<file path="src/rtl/e1_rx_bd_fifo.sv">
// Free-descriptor and completion queues for the E1 receiver multiframe slots.
// Optional macro E1_RX_BD_FLUSH_EN adds sw_free_flush to empty the free queue.
module e1_rx_bd_fifo #(
  parameter int unsigned MFW       = 7,
  parameter int unsigned DEPTH_LOG = 4
) (
  input  logic                 clk,
  input  logic                 rst,
  output logic [MFW-1:0]       bd_mf,
  output logic                 bd_valid,
  input  logic [1:0]           bd_crc_e,
  input  logic                 bd_done,
  input  logic                 bd_miss,
  input  logic [MFW-1:0]       sw_free_mf,
  input  logic                 sw_free_we,
`ifdef E1_RX_BD_FLUSH_EN
  input  logic                 sw_free_flush,
`endif
  output logic                 sw_free_full,
  output logic [DEPTH_LOG:0]   sw_free_level,
  output logic [MFW-1:0]       sw_done_mf,
  output logic [1:0]           sw_done_crc_e,
  output logic                 sw_done_valid,
  input  logic                 sw_done_re,
  output logic [DEPTH_LOG:0]   sw_done_level,
  output logic [15:0]          miss_cnt,
  input  logic                 miss_clr,
  output logic                 err_free_ovf,
  output logic                 err_done_ovf,
  input  logic                 err_clr
);

  localparam int unsigned DEPTH = 1 << DEPTH_LOG;

  logic [MFW-1:0]     free_mem [DEPTH];
  logic [MFW+1:0]     done_mem [DEPTH];
  logic [DEPTH_LOG:0] free_wp, free_rp, done_wp, done_rp;
  logic               done_full;
  logic               flush;
  logic               free_push, free_pop, free_ovf;
  logic               done_push, done_pop, done_ovf;
  logic [MFW+1:0]     done_head;

`ifdef E1_RX_BD_FLUSH_EN
  assign flush = sw_free_flush;
`else
  assign flush = 1'b0;
`endif

  assign sw_free_level = free_wp - free_rp;
  assign sw_free_full  = sw_free_level[DEPTH_LOG];
  assign bd_valid      = |sw_free_level;
  assign bd_mf         = free_mem[free_rp[DEPTH_LOG-1:0]];

  assign sw_done_level = done_wp - done_rp;
  assign done_full     = sw_done_level[DEPTH_LOG];
  assign sw_done_valid = |sw_done_level;
  assign done_head     = done_mem[done_rp[DEPTH_LOG-1:0]];
  assign sw_done_mf    = done_head[MFW+1:2];
  assign sw_done_crc_e = done_head[1:0];

  // A same-cycle pop frees a slot, so a push into a full queue is still accepted.
  assign free_pop  = bd_done & bd_valid & ~flush;
  assign free_push = sw_free_we & (~sw_free_full | free_pop) & ~flush;
  assign free_ovf  = sw_free_we & sw_free_full & ~free_pop & ~flush;

  assign done_pop  = sw_done_re & sw_done_valid;
  assign done_push = free_pop & (~done_full | done_pop);
  assign done_ovf  = free_pop & done_full & ~done_pop;

  always_ff @(posedge clk) begin
    if (free_push) free_mem[free_wp[DEPTH_LOG-1:0]] <= sw_free_mf;
    if (done_push) done_mem[done_wp[DEPTH_LOG-1:0]] <= {bd_mf, bd_crc_e};
  end

  always_ff @(posedge clk) begin
    if (rst || flush) begin
      free_wp <= '0;
      free_rp <= '0;
    end else begin
      if (free_push) free_wp <= free_wp + 1'b1;
      if (free_pop)  free_rp <= free_rp + 1'b1;
    end
  end

  always_ff @(posedge clk) begin
    if (rst) begin
      done_wp <= '0;
      done_rp <= '0;
    end else begin
      if (done_push) done_wp <= done_wp + 1'b1;
      if (done_pop)  done_rp <= done_rp + 1'b1;
    end
  end

  always_ff @(posedge clk) begin
    if (rst) begin
      miss_cnt <= '0;
    end else if (miss_clr) begin
      miss_cnt <= bd_miss ? 16'd1 : 16'd0;
    end else if (bd_miss && (miss_cnt != '1)) begin
      miss_cnt <= miss_cnt + 16'd1;
    end
  end

  always_ff @(posedge clk) begin
    if (rst) begin
      err_free_ovf <= 1'b0;
      err_done_ovf <= 1'b0;
    end else begin
      err_free_ovf <= (err_free_ovf & ~err_clr) | free_ovf;
      err_done_ovf <= (err_done_ovf & ~err_clr) | done_ovf;
    end
  end

endmodule

</file>
<file path="config.mk">
export PLATFORM = sky130hd
export DESIGN_NAME = e1_rx_bd_fifo
export DESIGN_NICKNAME = d
export VERILOG_FILES = /design/src/rtl/e1_rx_bd_fifo.sv
export SDC_FILE = /design/constraint.sdc
export NUM_CORES = 1
export LEC_CHECK = 0
export BUFFER_PORTS_ARGS = -buffer_cell sky130_fd_sc_hd__buf_2
export CORE_ASPECT_RATIO = 0.8
export CORE_MARGIN = 5
export CORE_UTILIZATION = 55
export CTS_CLUSTER_SIZE = 8
export DETAILED_ROUTE_END_ITERATION = 12
export PLACE_DENSITY = 0.73
export SLEW_MARGIN = 25
export SYNTH_ARGS = -nofsm -noshare
export SYNTH_HDL_FRONTEND = slang
export SYNTH_SLANG_ARGS = --single-unit
</file>
<file path="constraint.sdc">
create_clock -name clk -period 9 [get_ports clk]
set_clock_uncertainty 0.2 [all_clocks]
set_input_delay 1.8 -clock clk [delete_from_list [all_inputs] [get_ports clk]]
set_output_delay 1.8 -clock clk [all_outputs]
set_load 0.01 [all_outputs]
</file>
* Word-level counts from Yosys, hierarchy flattened
Memories as Yosys holds them, arrays and structs flattened. A register that Yosys moved wholly into a read port is not among the register bits.
Cells that the tools add are included.
** Word-level totals
- Bits in registers :: 38
- Memories kept :: 2
- Memory bits (writable) :: 256
- Word-level logic and storage cells :: 51
** Operators by class
- Add/sub/neg operators :: 7
- Reduce and logical (&&, ||, !) cells :: 4
- Eq/ne operators :: 1
- Bitwise logic cells :: 19
- Multiplexer cells :: 11
** Memories
- done_mem :: words 16, bits a word 9, read ports 1, clocked after memory_dff 1, wr ports 1, line 36 : logic [MFW+1:0] done_mem [DEPTH];
- free_mem :: words 16, bits a word 7, read ports 1, clocked after memory_dff 1, wr ports 1, line 35 : logic [MFW-1:0] free_mem [DEPTH];
** Operators by type and width (count)
- 16-bit two-way mux :: 2
- 5-bit by 1-bit adder with 5-bit output, second input constant :: 4
- 16-bit by 1-bit adder with 16-bit output, second input constant :: 1
- 4-bit two-way mux :: 4
- 16-bit != test, second input constant :: 1
- 1-bit AND :: 10
- 5-bit OR reduction :: 2
- 5-bit subtractor :: 2
- 1-bit two-way mux :: 5
- 1-bit inverter :: 5
- 1-bit bitwise OR :: 4
- 2-bit nonzero test :: 1
- 1-bit logical AND :: 1

* Depth between registers and ports, before layout
Gate-level depths: netlist (run 1).
- Depth after elaboration :: 7
- Mapped depth :: 11

* Worst setup path before layout (run 1)
No wires, ideal clock.
- Path kind :: register to output
- Start :: reg (tool-made name)
- End :: out bd_mf[0]
- Cell stages (with the launch flop) :: 5
- Setup slack :: 5.003 ns
- Data required time :: 7.000 ns
- Arrival time :: 1.997 ns
- Path through :: dfxtp_1 -> buf_2 -> buf_2 -> mux4_2 -> mux4_2
** RTL lines
- end: declaration :: line 9 : output logic [MFW-1:0] bd_mf,

==> impl_metrics.csv, run 1 <==
group,metric,value,unit
die,chipWidth,177,um
sta,fmax,211,MHz
cts,tritoncts,"built",
worst_setup_path,path_delay_family,"multiplexers",
synth,synth_cell_types,51,
cells_and_area,syn2layout_area_growth,15.0,%
synth,syn_area,0.0122,sq mm
drt,via_count,6435,
cts,cts_max_path_buffers,3,
worst_setup_path,worstSetupPathType,"register to primary output",
placement,place_area,0.0128,sq mm
sta,finalSetupTns,0,ns
job,cap_violations,0,
worst_setup_path,critPathArrivalTime,2.73,ns
cts,cts.repair.resized,0,
min_path,hold_class,"register to register",
drt,wl_met2,12100,um
worst_setup_path,slowest_stage,"dfxtp_4",
die,dieArea,0.0253,sq mm
worst_setup_path,crit_chain,"mux4_2, mux4_2, buf_2",
placement,place_hpwl,15600,um
cells_and_area,nets,792,
worst_setup_path,rr_startpoint,"free_wp[0]$_SDFFE_PP0P_",
pwr,power.density,301,mW/mm^2
cts,cts_buffers,43,
pwr,fin_total_pwr,4.22,mW
die,rows,48,
drt,firstDrtPassIters,7,
synth,avgSynthCellArea,18.2,sq um
drt,top_layer_used,"met4",
sta,slew_violations,0,
drt,drtAntennaViolNets,0,
synth,yosysWarnings,0,
synth,synth_enable_flop_cells,256,
pwr,irDropWorstVdd,261,uV
cells_and_area,design_area,0.0140,sq mm
worst_setup_path,start_kind,"register",
cts,worstSkewPairLatency,0.53,ns
synth,seq_area_frac_synth,70.5,%
cells_and_area,diodes,0,
sta,hold_viol,0,
sta,rsz0062_at_grt,"no",
global_routing,grt_max_degree,37,
synth,netlist_instances,670,
worst_setup_path,worst-path-max-fanout,28,
placement,gp_congestion,0.823,
die,start_util,56.3,%
sta,slew_headroom,28.3,%
cts,htreeDepth,2,
sta,setup_viol,0,
sta,layout_min_cycle_time,4.73,ns
die,core-area,0.0217,sq mm
worst_setup_path,endpoint_kind,"primary output",
worst_setup_path,cp_num_buf_inv,1,
synth,syn_nets,708,
drt,met1_length,11300,um
die,ios,64,
drt,post_drt_via_cell_ratio,6.01,
cells_and_area,drive_above_1_share,28.4,%
cts,post_cts_buffers,0,
drt,route.met3.wl,2240,um
cts,cts_hold_buf,0,
sta,tightest_slew,1.07,ns
global_routing,grt_overflow,0,
drt,drt-total-wl,26000,um
drt,detail_route.drc_violations,0,
drt,wire_per_inst,24.2,um
global_routing,antenna_found_initial,0,
drt,dr.first_iter.drc_count,559,
synth,async_reset_ff_share,0,%
cts,cts.sink_count,302,
status,status,"finished, final reports clean",
cts,clock-root-buffer,"clkbuf_16",
min_path,holdCritStartpoint,"err_done_ovf$_SDFF_PP0_",
synth,ys_ff_latch,302,
placement,portBuffers,63,
sta,period_share,52.6,%
global_routing,grt_pass1_vias,6801,
worst_setup_path,crit_required,7.00,ns
worst_setup_path,cp_common_cell,"mux4_2",
cts,clk_pin_slew,0.05,ns
synth,synth-main-ff-cell,"edfxtp_1",
global_routing,grt_usage,21.3,%
die,die_height,143,um
pwr,leakage,4.71,nW
global_routing,grt_pass1_wl,39900,um
worst_setup_path,cpPeakStageDelay,0.71,ns
==> per-stage QoR <==
stage	hold slack, ns	cells	setup WS, ns	util [%]
after detailed placement	0.273	1009	4.46	59.2
after global routing	0.326	1071	4.11	64.7
after CTS	0.296	1071	3.89	64.7
after floorplan	0.270	670	5.00	-
after global placement	0.266	1009	4.55	59.2
final	0.296	1071	4.27	64.7
==> synthesized netlist by cell type, drive strengths merged, types with 3 or more instances <==
library cell / number / share of area, %
mux2i: 5 / 0.41
mux4: 80 / 15
nand3: 6 / 0.25
clkbuf: 14 / 0.43
ha: 19 / 1.9
dfxtp: 46 / 7.5
inv: 19 / 0.58
a21oi: 15 / 0.62
nand4: 7 / 0.36
nor2b: 4 / 0.20
mux2: 3 / 0.31
nor2: 56 / 1.7
o21ai: 11 / 0.57
nand2: 22 / 0.70
and3: 15 / 0.77
xnor2: 15 / 1.1
or3: 6 / 0.31
nor3: 13 / 0.53
xor2: 13 / 0.99
edfxtp: 256 / 63
buf: 15 / 0.61
and4: 3 / 0.22
==> flip-flops by register name (all words and copies together) (netlist names), named ones only <==
register and count:
done_mem 144, done_rp 5, done_wp 5, err_done_ovf 1
err_free_ovf 1, free_mem 112, free_rp 5, free_wp 5
miss_cnt 16
==> cell families after synthesis <==
| group | count (synthesis) | share of synthesized area (%) |
|---|---|---|
| xor+xnor | 28 | 2.13 |
| flops | 302 | 70.5 |
| mux | 88 | 15.5 |
| compound gates | 41 | 2.36 |
| buf+inv | 48 | 1.63 |
| simple gates | 142 | 5.60 |
| fa+ha+maj | 21 | 2.28 |
==> per-layer routing <==
layer	vias up	GRT usage, %
li1	2823	-
met1	3293	31.1
met2	289	33.0
met3	30	5.56
met4	0	4.92
met5	-	0
==> power breakdown <==
group / internal (mW) / switching (mW)
clock network: 0.889 / 0.540
logic: 0.455 / 0.557
registers: 1.70 / 0.0752
total: 3.05 / 1.17
==> cells in the final DEF, fill, tap and decap left out, types with 3 or more instances in the layout <==
cell,netlist,final
inv_1,19,19
xnor2_1,14,14
clkbuf_1,14,15
dfxtp_1,46,44
mux4_2,80,80
nor2_1,56,53
nor3_2,0,4
buf_2,9,63
or3_1,6,6
o21ai_0,9,9
and4_1,3,3
and3_1,15,15
nor3_1,13,9
nand4_1,7,7
nor2b_1,4,3
nand3_1,6,6
xor2_1,12,12
mux2i_1,5,5
nor2_2,0,3
ha_1,19,19
a21oi_1,15,15
nand2_1,21,21
buf_4,2,5
clkbuf_16,0,44
edfxtp_1,256,256
==> layout make-up <==
class	count	area, sq um
Multi-Input combinational cell	320	3430
Timing Repair Buffer	68	353
Sequential cell	302	8610
Clock buffer	60	1170
Clock inverter	2	25.0
Inverter	19	71.3
Tap cell	300	375
Fill cell	1448	7640
==> final timing paths <==
path,cells past startpoint,slack (ns),endpoint
worst max register to register,10,5.16,done_mem[12][2]$_DFFE_PP_
worst max-delay path,3,4.27,bd_mf[4]
worst min-delay path,2,0.30,err_done_ovf$_SDFF_PP0_
worst min register to register,2,0.30,err_done_ovf$_SDFF_PP0_
==> worst register-to-register path: cells and delay by family, from the launching register on <==
| family | cells | cell delay, ns |
|---|---|---|
| adder cells (fa/ha/maj) | 2 | 0.56 |
| buffers and inverters | 2 | 0.19 |
| AO/OA/AOI/OAI | 3 | 0.59 |
| AND/OR/NAND/NOR | 3 | 1.56 |
| flip-flops | 1 | 0.35 |
(Power assumes the default switching activity.)
==> run 2: changes to the inputs <==
PLACE_DENSITY = 0.76   (was 0.73)
clock period = 4.2 ns   (was 9 ns; I/O delays follow)
==> run 2 against run 1 <==
Sequential cell count is the same; sequential power grew 110%; critical path depth grew 1; clock power grew 120%; utilization grew 0.31 points; first-iteration DRC count grew 25%.
==> impl_metrics.csv, run 2 (synthesis gave the netlist of run 1 again) <==
group,metric,value,unit
sta,finalSetupTns,0,ns
global_routing,grt_pass1_wl,40300,um
cells_and_area,nets,802,
cells_and_area,final_cell_mix,"edfxtp_1 (256), mux4_2 (80), buf_2 (63)",
sta,rsz0062_at_grt,"no",
cells_and_area,drive_above_1_share,28.5,%
placement,gp_congestion,0.914,
cells_and_area,final_common_cell,"edfxtp_1",
cts,clk_pin_slew,0.05,ns
worst_setup_path,worst-path-max-fanout,21,
worst_setup_path,start_kind,"register",
die,start_util,56.3,%
min_path,hold_class,"register to register",
drt,drtAntennaViolNets,0,
cts,cts_max_path_buffers,3,
pwr,clock_power_share,33.8,%
cts,cts.sink_count,302,
pwr,p_sw,2.63,mW
cts,cts_hold_buf,0,
pwr,power.density,650,mW/mm^2
global_routing,grt_usage,21.2,%
placement,portBuffers,63,
pwr,cell_internal_pwr,6.55,mW
drt,drt-total-wl,26200,um
status,status,"finished, final reports clean",
sta,slew_headroom,32.2,%
cts,post_cts_buffers,0,
cts,htreeDepth,2,
sta,hold_viol,0,
pwr,leakage,4.75,nW
sta,fmax,265,MHz
die,die_height,143,um
worst_setup_path,endpoint_kind,"primary output",
placement,dpl.cell_count,1019,
drt,dr.first_iter.drc_count,701,
pwr,swShare,28.6,%
die,chipWidth,177,um
pwr,pwr-share-comb,25.4,%
sta,period_share,89.7,%
die,rows,48,
cts,worstSkewPairLatency,0.54,ns
cells_and_area,syn2layout_area_growth,15.6,%
cts,tritoncts,"built",
cells_and_area,final_cells,1080,
placement,place_hpwl,15900,um
die,ios,64,
job,cap_violations,0,
worst_setup_path,crit_required,3.16,ns
drt,detail_route.drc_violations,0,
sta,slew_violations,0,
sta,timing.hold.ws,0.293,ns
sta,tightest_slew,1.01,ns
global_routing,antenna_found_initial,0,
sta,setup_viol,0,
worst_setup_path,critPathArrivalTime,2.73,ns
drt,wire_per_inst,24.2,um
sta,layout_min_cycle_time,3.77,ns
worst_setup_path,worstSetupPathType,"register to primary output",
global_routing,grt_max_degree,37,
die,core-area,0.0217,sq mm
cells_and_area,largest_reg_flops,144,
die,dieArea,0.0253,sq mm
cells_and_area,diodes,0,
drt,post_drt_via_cell_ratio,6.13,
pwr,seqPwrFrac,40.9,%
cts,clock-root-buffer,"clkbuf_16",
global_routing,grt_pass1_vias,6940,
cts,cts_buffers,43,
cts,cts.repair.resized,0,
drt,via_count,6618,
global_routing,grt_overflow,0,
drt,firstDrtPassIters,5,
pwr,irDropWorstVdd,426,uV
## run 2: cell count changes in the layout (fill, tap and decap cells not counted), sizes merged
cell,delta
buf,+10
clkbuf,-2
inv,+2
clkinv,-1
## run 2: power by group through the flow
stage | registers (mW) | clock network, mW | logic (mW)
floorplan | 3.74 | 0 | 1.63
global placement | 3.80 | 0 | 2.26
detailed placement | 3.81 | 0 | 2.32
CTS | 3.75 | 3.14 | 2.35
global route | 3.77 | 3.27 | 2.51
finish | 3.75 | 3.10 | 2.33
## run 2: final timing paths
| kind | from | endpoint | slack [ns] | cells after the start |
|---|---|---|---|---|
| worst max register to register | free_wp[0]$_SDFFE_PP0P_ | free_mem[12][5]$_DFFE_PP_ | 0.78 | 9 |
| worst min register to register | err_free_ovf$_SDFF_PP0_ | err_free_ovf$_SDFF_PP0_ | 0.29 | 2 |
| worst min-delay path | err_free_ovf$_SDFF_PP0_ | err_free_ovf$_SDFF_PP0_ | 0.29 | 2 |
| worst max-delay path | register | bd_mf[4] | 0.43 | 4 |
## run 2: layer usage
layer / GRT usage [%] / vias to the layer above / part of all wire, %
li1: - / 2835 / -
met1: 30.8 / 3375 / 41
met2: 33.9 / 361 / 47
met3: 4.02 / 47 / 9.7
met4: 5.66 / 0 / 1.7
met5: 0 / - / 0
## run 2: through the flow
stage	setup WS, ns	power (mW)	instance area [sq um]	util (%)
finish	0.432	9.17	14100	65.1
global route	0.297	9.55	14100	65.1
CTS	0.383	9.24	14100	65.0
detailed placement	0.810	6.13	12900	59.5
global placement	0.979	6.05	12900	59.5
floorplan	1.16	5.37	12200	-
## run 2: final cells by class
class                           instances  area [sq um]
Clock buffer                           58          1140
Clock inverter                          3          48.8
Fill cell                            1430          7580
Inverter                               19          71.3
Multi-Input combinational cell        320          3400
Sequential cell                       302          8610
Tap cell                              300           375
Timing Repair Buffer                   78           453
## run 2: critical path, stage by stage (launching register included)
cell     delay, ns
dfxtp_2       0.50
buf_12        0.26
mux4_2        0.54
mux4_2        0.66
buf_2         0.22
==> run 3: changes to the inputs <==
ABC_AREA = 1   (was not set)
==> run 3 against run 2 <==
Power fell by 10%; wire length increased by 8.9%; sequential share of layout area fell by 2.6 points; largest power group unchanged; combinational power down 29%; non-clock buffer count increased by 1; sequential power decreased by 5%; final cell count is 38% higher.
==> impl_metrics.csv, run 3 <==
group,metric,value,unit
worst_setup_path,crit_start,"free_wp[0]$_SDFFE_PP0P_",
cts,clk_pin_slew,0.05,ns
cts,cts_hold_buf,0,
cts,worstSkewPairLatency,0.52,ns
drt,dr.first_iter.drc_count,909,
placement,place_area,0.0136,sq mm
synth,syn_area,0.0129,sq mm
worst_setup_path,cp-endpoint,"bd_valid",
cts,tritoncts,"built",
global_routing,grt_overflow,0,
worst_setup_path,reg2reg_depth,11,
drt,post_drt_via_cell_ratio,5.65,
worst_setup_path,critPathArrivalTime,2.54,ns
die,ios,64,
sta,setup_viol,0,
pwr,irDropWorstVdd,288,uV
worst_setup_path,rr_startpoint,"free_wp[0]$_SDFFE_PP0P_",
status,status,"finished, final reports clean",
sta,hold_viol,0,
sta,fmax,279,MHz
worst_setup_path,worst-path-max-fanout,9,
synth,async_reset_ff_share,0,%
global_routing,grt_pass1_vias,8040,
cells_and_area,final_common_cell,"edfxtp_1",
die,core-area,0.0233,sq mm
synth,synth_top_family_by_area,"compound AO/OA/AOI/OAI gates",
placement,place_hpwl,18700,um
die,rows,50,
synth,synth_fa_ha_area_share,2.15,%
min_path,hold_class,"register to register",
synth,avgSynthCellArea,12.0,sq um
worst_setup_path,worstSetupPathType,"register to primary output",
worst_setup_path,endpoint_kind,"primary output",
cts,cts_max_path_buffers,3,
synth,synth-main-ff-cell,"edfxtp_1",
cts,cts.sink_count,302,
cells_and_area,diodes,0,
cells_and_area,final_cell_mix,"edfxtp_1 (256), inv_1 (118), nand2_1 (99)",
cts,post_cts_buffers,0,
synth,synth_area_leaders,"edfxtp_1 (59%), dfxtp_1 (7.1%), mux2i_1 (5.0%)",
synth,yosysTopAreaCellShare,59.5,%
cells_and_area,syn2layout_area_growth,14.0,%
cells_and_area,largest_reg_flops,144,
job,cap_violations,0,
die,start_util,55.6,%
synth,synth_enable_flop_cells,256,
synth,syn_nets,1119,
synth,yosysWarnings,0,
sta,layout_min_cycle_time,3.58,ns
placement,portBuffers,63,
global_routing,grt_max_degree,85,
worst_setup_path,start_kind,"register",
synth,netlist_instances,1081,
sta,tightest_slew,0.786,ns
pwr,power.density,559,mW/mm^2
synth,ys_ff_latch,302,
drt,firstDrtPassIters,7,
synth,synthSimpleGateAreaFrac,8.97,%
drt,drt-total-wl,28500,um
sta,finalSetupTns,0,ns
synth,muxShareOfSynthArea,4.95,%
pwr,leakage,5.33,nW
synth,synth_most_common_cell,"edfxtp_1",
min_path,holdPathStages,2,
global_routing,grt_usage,20.9,%
die,chipWidth,181,um
synth,synthTopCellsByCount,"edfxtp_1 (256), inv_1 (118), nand2_1 (99), o21ai_0 (94), a21oi_1 (88)",
global_routing,antenna_found_initial,0,
synth,synth_xor_area_share,0.881,%
worst_setup_path,crit_chain,"inv_1, ha_1, inv_1, fa_1, or2_0, nor2_1, nand3_4, buf_2",
cells_and_area,design_area,0.0147,sq mm
synth,synth_cell_types,33,
cts,cts_buffers,43,
global_routing,grt_pass1_wl,44100,um
drt,wire_per_inst,19.2,um
cells_and_area,nets,1197,
sta,slew_headroom,47.4,%
die,die_height,147,um
placement,gp_congestion,0.882,
sta,rsz0062_at_grt,"no",
worst_setup_path,slowest_stage,"fa_1",
drt,detail_route.drc_violations,0,
drt,via_count,8403,
worst_setup_path,cp_common_cell,"inv_1",
synth,yosysTopAreaCell,"edfxtp_1",
sta,slew_violations,0,
worst_setup_path,cpPeakStageDelay,0.44,ns
synth,seq_area_frac_synth,66.6,%
cts,clock-root-buffer,"clkbuf_16",
worst_setup_path,worst_r2r_endpoint,"done_mem[5][4]$_DFFE_PP_",
cts,cts.repair.resized,0,
cells_and_area,drive_above_1_share,13.5,%
die,dieArea,0.0267,sq mm
synth,synth_compound_area_share,11.0,%
cts,htreeDepth,2,
worst_setup_path,crit_required,3.16,ns
sta,period_share,85.3,%
worst_setup_path,r2r_setup_slack,0.90,ns
drt,drtAntennaViolNets,0,
==> run 3: changes by cell type after synthesis, sizes merged, moves of 7 or more <==
cell | before | now
a21oi | 15 | 92
o21ai | 11 | 94
mux2i | 5 | 64
o211ai | 1 | 64
inv | 19 | 126
nor2 | 56 | 79
nand3 | 6 | 51
mux4 | 80 | 0
buf | 15 | 25
nor3 | 13 | 5
and3 | 15 | 0
nand2 | 22 | 110
clkbuf | 14 | 21
xnor2 | 15 | 0
==> run 3: layout make-up <==
cell class,instances,area [sq um]
flip-flops and latches,302,8610
fillers,1712,8540
multi-input cells,603,3620
clock buffers,58,1130
inverters,130,495
repair buffers,79,460
well taps,312,390
clock inverters,3,26.3
==> run 3: cell families after synthesis <==
family                     after synthesis
muxes                                   64
and+or+nand+nor                        255
AOI/OAI and AO/OA                      250
DFF                                    302
buffers and inverters                  176
xor gates and xnor gates                13
adders and majority gates               21
==> run 3: power breakdown <==
part	total (mW)	internal (mW)	switching (mW)	leakage (nW)
sequential	3.58	3.49	0.0868	2.68
clock	3.01	1.85	1.16	0.561
combinational	1.65	0.534	1.11	2.08
total	8.23	5.87	2.36	5.33
==> run 3: through the flow <==
step / worst slack, ns / power (mW) / cells / hold WS [ns] / utilization, %
3_5_place_dp: 0.913 / 5.27 / 1426 / 0.256 / 58.3
6_report: 0.616 / 8.23 / 1487 / 0.267 / 63.3
2_1_floorplan: 1.32 / 4.64 / 1081 / 0.254 / -
5_1_grt: 0.493 / 8.58 / 1487 / 0.281 / 63.3
3_3_place_gp: 1.11 / 5.24 / 1426 / 0.254 / 58.3
4_1_cts: 0.603 / 8.28 / 1487 / 0.268 / 63.3
==> run 3: per-layer routing <==
layer	global-route usage [%]	wire [um]
met2	31.6	12500
met4	6.11	695
met3	4.55	2470
met1	30.8	12800
met5	0	0
==> run 3: worst min-delay path by stage <==
stage,endpoint,startpoint
after floorplan,free_rp[4]$_SDFFE_PP0N_,free_rp[4]$_SDFFE_PP0N_
after global placement,err_done_ovf$_SDFF_PP0_,err_done_ovf$_SDFF_PP0_
after detailed placement,err_done_ovf$_SDFF_PP0_,err_done_ovf$_SDFF_PP0_
after CTS,err_done_ovf$_SDFF_PP0_,err_done_ovf$_SDFF_PP0_
after global routing,err_done_ovf$_SDFF_PP0_,err_done_ovf$_SDFF_PP0_
final,err_done_ovf$_SDFF_PP0_,err_done_ovf$_SDFF_PP0_
==> run 3: critical path: cells and delay by family, from the launching register on <==
family,cells,cell delay [ns]
simple gates,3,0.59
fa+ha+maj,2,0.66
buf+inv,3,0.40
flops,1,0.38
